$ cat src/rtl/bf16_exp_sum_accum.sv
// Accumulates a stream of non-negative BF16 exp values per vector (delimited by in_last)
// and emits the BF16 sum plus beat count. Define BF16_EXP_SUM_RNE_EN for round-to-nearest-even output.
module bf16_exp_sum_accum #(
   parameter int CNT_W = 16
) (
   input  logic             clk,
   input  logic             rst,
   input  logic             in_valid,
   output logic             in_ready,
   input  logic [15:0]      in_data,
   input  logic             in_last,
   output logic             out_valid,
   input  logic             out_ready,
   output logic [15:0]      out_data,
   output logic [CNT_W-1:0] out_count
);

   // in_valid/ready: a beat moves on a rising edge where both are high; in_ready depends on state only.
   typedef enum logic {ACCUM, HOLD} state_t;

   state_t           state;
   logic [7:0]       acc_e;
   logic [15:0]      acc_m;
   logic             acc_inf;
   logic [CNT_W-1:0] count;

   logic [7:0]       xe, big_e, diff, nxt_e;
   logic [15:0]      xm, big_m, small_m, shifted, nxt_m;
   logic [16:0]      sum17;
   logic             nxt_inf;
   logic [CNT_W-1:0] nxt_count;
   logic [15:0]      res_data;
   logic             accept;
   logic             unused_sign;

   assign unused_sign = in_data[15];
   assign in_ready    = (state == ACCUM);
   assign accept      = in_valid && in_ready;
   assign nxt_count   = (count == {CNT_W{1'b1}}) ? count : count + {{(CNT_W-1){1'b0}}, 1'b1};

   always_comb begin
      xe      = in_data[14:7];
      xm      = {1'b1, in_data[6:0], 8'b0};
      big_e   = acc_e;
      big_m   = acc_m;
      small_m = xm;
      diff    = 8'd0;
      shifted = 16'd0;
      sum17   = 17'd0;
      nxt_e   = acc_e;
      nxt_m   = acc_m;
      nxt_inf = acc_inf;
      if (xe == 8'hFF) begin
         nxt_inf = 1'b1;
      end else if (xe == 8'd0) begin
         nxt_m = acc_m;
      end else if (acc_m == 16'd0) begin
         nxt_e = xe;
         nxt_m = xm;
      end else begin
         if (acc_e >= xe) begin
            big_e   = acc_e;
            big_m   = acc_m;
            small_m = xm;
            diff    = acc_e - xe;
         end else begin
            big_e   = xe;
            big_m   = xm;
            small_m = acc_m;
            diff    = xe - acc_e;
         end
         shifted = (diff >= 8'd16) ? 16'd0 : (small_m >> diff[3:0]);
         sum17   = {1'b0, big_m} + {1'b0, shifted};
         if (sum17[16]) begin
            nxt_m = sum17[16:1];
            nxt_e = big_e + 8'd1;
            if (big_e == 8'hFE) nxt_inf = 1'b1;
         end else begin
            nxt_m = sum17[15:0];
            nxt_e = big_e;
         end
      end
   end

`ifdef BF16_EXP_SUM_RNE_EN
   logic        rnd_inc;
   logic [14:0] rnd_val;
   // A mantissa carry ripples into the exponent; reaching 255 lands exactly on 0x7F80.
   assign rnd_inc = nxt_m[7] && ((|nxt_m[6:0]) || nxt_m[8]);
   assign rnd_val = {nxt_e, nxt_m[14:8]} + {14'd0, rnd_inc};
   always_comb begin
      if (nxt_inf)               res_data = 16'h7F80;
      else if (nxt_m == 16'd0)   res_data = 16'h0000;
      else                       res_data = {1'b0, rnd_val};
   end
`else
   always_comb begin
      if (nxt_inf)               res_data = 16'h7F80;
      else if (nxt_m == 16'd0)   res_data = 16'h0000;
      else                       res_data = {1'b0, nxt_e, nxt_m[14:8]};
   end
`endif

   always_ff @(posedge clk) begin
      if (rst) begin
         state     <= ACCUM;
         acc_e     <= 8'd0;
         acc_m     <= 16'd0;
         acc_inf   <= 1'b0;
         count     <= '0;
         out_valid <= 1'b0;
         out_data  <= 16'd0;
         out_count <= '0;
      end else begin
         case (state)
            ACCUM: begin
               if (accept) begin
                  acc_e   <= nxt_e;
                  acc_m   <= nxt_m;
                  acc_inf <= nxt_inf;
                  count   <= nxt_count;
                  if (in_last) begin
                     state     <= HOLD;
                     out_valid <= 1'b1;
                     out_data  <= res_data;
                     out_count <= nxt_count;
                  end
               end
            end
            HOLD: begin
               if (out_ready) begin
                  state     <= ACCUM;
                  out_valid <= 1'b0;
                  acc_e     <= 8'd0;
                  acc_m     <= 16'd0;
                  acc_inf   <= 1'b0;
                  count     <= '0;
               end
            end
            default: state <= ACCUM;
         endcase
      end
   end

endmodule

$ cat config.mk
export PLATFORM = sky130hd
export DESIGN_NAME = bf16_exp_sum_accum
export DESIGN_NICKNAME = d
export VERILOG_FILES = /design/src/rtl/bf16_exp_sum_accum.sv
export SDC_FILE = /design/constraint.sdc
export NUM_CORES = 1
export LEC_CHECK = 0
export ABC_AREA = 1
export ABC_CLOCK_PERIOD_IN_PS = 6200
export CORE_UTILIZATION = 41
export CTS_BUF_LIST = sky130_fd_sc_hd__clkbuf_2 sky130_fd_sc_hd__clkbuf_4 sky130_fd_sc_hd__clkbuf_8
export CTS_CLUSTER_SIZE = 16
export DETAILED_ROUTE_END_ITERATION = 10
export GPL_ROUTABILITY_DRIVEN = 0
export PLACE_DENSITY_LB_ADDON = 0.05
export SLEW_MARGIN = 40
export SYNTH_ARGS = -nofsm -noshare
export SYNTH_HDL_FRONTEND = slang
export SYNTH_SLANG_ARGS = --single-unit
$ cat constraint.sdc
create_clock -name clk -period 6.2 [get_ports clk]
set_input_delay 0.93 -clock clk [delete_from_list [all_inputs] [get_ports clk]]
set_output_delay 0.93 -clock clk [all_outputs]
set_load 0.1 [all_outputs]
==> out/results.ini <==
[outcome]
status=complete, no violations

[critical_path]
timing.rr.start=acc_e[0]
worstSetupEndpointType=register
critPathRequiredTime_ns=6.45
slowest_stage=clkdlybuf4s50_1
crit_path_start=in_data[7]
r2r_slack_ns=1.00
arrival_ns=6.09
r2r-end=out_data[8]
cp_common_cell=nand2_1
crit_path_start_kind=input port
worstPathMaxFanout=8
crit_type=input port to register
critPathCapture=out_data[8]
rr_worst_depth=32
cpPeakStageDelay_ns=0.49

[yosys]
synth_top_family_by_area=simple AND/OR/NAND/NOR gates
synthFlopType=dfxtp_1
async_flop_share_pct=0
synth_fa_ha_area_share_pct=7.19
synth-seq-cells=74
synthMuxAreaShare_pct=0.325
synth_compound_area_share_pct=17.5
synth-simple-area-share_pct=37.6
synth.distinct_cells=49
synth_area_um2=6930
syn-num-nets=1252
syn_avg_cell_area_um2=5.81
yosys_warnings=0
synthCells=1193
synth_xor_area_share_pct=2.92
synth_edf_count=0
yosysSeqAreaShare_pct=21.4

[timing]
finalCritPeriodShare_pct=94.3
maxSlewHeadroom_pct=49.7
worst_pin_slew_ns=0.752
fmax_mhz=171
rsz0062_at_grt=false
setup_violations=0
fin_skew_ns=0.00978
finalMaxSlewViolations=0
min_period_ns=5.84
tns_ns=0
hold_violations=0

[layout]
nNetsFinal=1427
syn2layout_area_growth_pct=26.4
post-route-util_pct=53.0
finalNonFillerCells=1593
n_antenna_cell=0
layout-drive-gt1-share_pct=18.7

[grt]
overflow=0
grt_max_degree=52
antenna_found_initial=0
grt.total_usage_pct=25.4
grt_pass1_wl_um=35600
grt_pass1_vias=7229

[detailed_routing]
wl_um=21500
vias_per_cell=4.86
drtIter0Drc=471
route.detailed.drc=0
ant_nets=0
via_count=7739
dr.pass1.iters=6
wl_per_cell_um=13.5

[clock_tree]
max-clock-path-buffers=2
insertion_delay_ns=0.36
htree_levels=3
clk_pin_slew_ns=0.08
cts_root_buffer=clkbuf_8
cts_made_buffers=9
tritoncts=built
clock-sinks=74

[job]
cap_violations=0

[power_and_ir_drop]
vdd_ir_drop_max_mv=0.227
power-per-cell-area_nw_per_um2=355
finalPower_w=0.00311
cellLeakagePower_nw=4.46

[die]
num_io_pins=55
dieArea_um2=17400
dieWidth_um=132
start_util_pct=41.9
placementRows=47
core_area_um2=16500
chipHeight_um=132

[place]
hpwl_um=17000
port_buffers=52
place_inst=1570

[hold_path]
hold_path_class=register to register

## stage by stage
step,worst slack (ns),instance area [um^2],hold WS [ns]
2_1_floorplan,1.07,6930,0.445
3_3_place_gp,-0.185,8620,0.455
3_5_place_dp,-0.232,8450,0.456
4_1_cts,0.146,8660,0.471
5_1_grt,0.000971,8760,0.494
6_report,0.356,8760,0.466
## metal layers
layer  GRT usage, %  share of wire, %
met5              0                 0
met4           9.69               3.2
met3           3.58               3.6
met2           41.6                45
met1           33.7                49
## registers in the layout (all words and copies together) (netlist names)
register / flops
out_data: 15
acc_inf: 1
state: 1
out_valid: 1
acc_e: 8
count: 16
acc_m: 16
out_count: 16
## where the power goes
| group | switching [W] | leakage [nW] | internal, W |
|---|---|---|---|
| clock | 0.000186 | 0.0996 | 0.000203 |
| combinational | 0.00128 | 3.76 | 0.000862 |
| sequential | 0.0000469 | 0.604 | 0.000529 |
| total | 0.00151 | 4.46 | 0.00159 |
## synth_stat cells, types with 5 or more instances
cell	number	share of area (%)
o21ai_0	65	4.7
xor2_1	14	1.8
buf_6	8	1.3
nand4_1	18	1.6
inv_2	9	0.49
dfxtp_1	74	21
inv_1	159	8.6
xnor2_1	6	0.76
clkbuf_1	23	1.2
ha_1	35	6.3
nand2_2	9	0.81
nor3_1	9	0.65
nand3_1	89	6.4
o21ai_1	24	1.7
nor2_1	78	4.2
buf_2	9	0.65
a21oi_1	91	6.6
o21ai_2	5	0.63
o21bai_1	15	1.6
nand2_1	399	22
## cell families (layout without fill, tap and decap cells)
| group | count (synthesis) | count (layout) |
|---|---|---|
| buffers and inverters | 217 | 395 |
| multiplexers | 1 | 1 |
| AND/OR/NAND/NOR | 622 | 623 |
| flip-flops | 74 | 74 |
| other | 1 | 1 |
| adder cells (fa/ha/maj) | 38 | 38 |
| XOR/XNOR | 21 | 21 |
| AO/OA/AOI/OAI | 219 | 220 |
## cell type report
class | instances | area [um^2]
Clock buffer | 11 | 145
Clock inverter | 5 | 62.6
Fill cell | 1748 | 7760
Inverter | 170 | 641
Multi-Input combinational cell | 904 | 4610
Sequential cell | 74 | 1480
Tap cell | 220 | 275
Timing Repair Buffer | 209 | 1550
## how the worst min path moves through the flow
| stage | depth (start not counted) | endpoint | slack [ns] | from |
|---|---|---|---|---|
| 2_1_floorplan | 2 | acc_m[1] | 0.45 | acc_m[1] |
| 3_3_place_gp | 2 | acc_m[3] | 0.45 | acc_m[3] |
| 3_5_place_dp | 2 | out_data[4] | 0.46 | out_data[4] |
| 4_1_cts | 2 | out_data[2] | 0.47 | out_data[2] |
| 5_1_grt | 2 | out_data[4] | 0.49 | out_data[4] |
| 6_report | 2 | acc_m[3] | 0.47 | acc_m[3] |
## worst max-delay path, delay by kind of cell
kind                     cells  cell delay (ns)
multiplexers                 1             0.28
AND/OR/NAND/NOR             17             2.15
XOR/XNOR                     1             0.25
AO/OA/AOI/OAI                2             0.15
buffers and inverters        8             1.40
adder cells (fa/ha/maj)      3             0.95
## cell usage in the layout, fill, tap and decap left out, drive strengths merged
cell type	count
clkinvlp	2
nand4	18
xor2	15
o221ai	1
a21oi	93
ha	35
a21o	2
or4	1
fa	3
a21boi	1
nand2	409
xnor2	6
nand3	92
clkdlybuf4s50	18
mux2i	1
buf	191
nand3b	3
o21ai	95
o22ai	4
o211ai	4
nor2	82
conb	1
inv	170
nor4	1
a22oi	2
dfxtp	74
a31oi	1
nor3	11
or2	3
clkinv	2
o21bai	15
clkbuf	11
o31ai	2
and2	3
bufinv	1
## what timing repair did
item / 4_1_cts / 5_1_grt
endpoints found under the setup margin: 0 / 31
setup buffers: 0 / 5
hold buffers: 0 / 0
gates resized for setup: 0 / 16
hold endpoints to repair: 0 / 0
(Power assumes the default switching activity.)
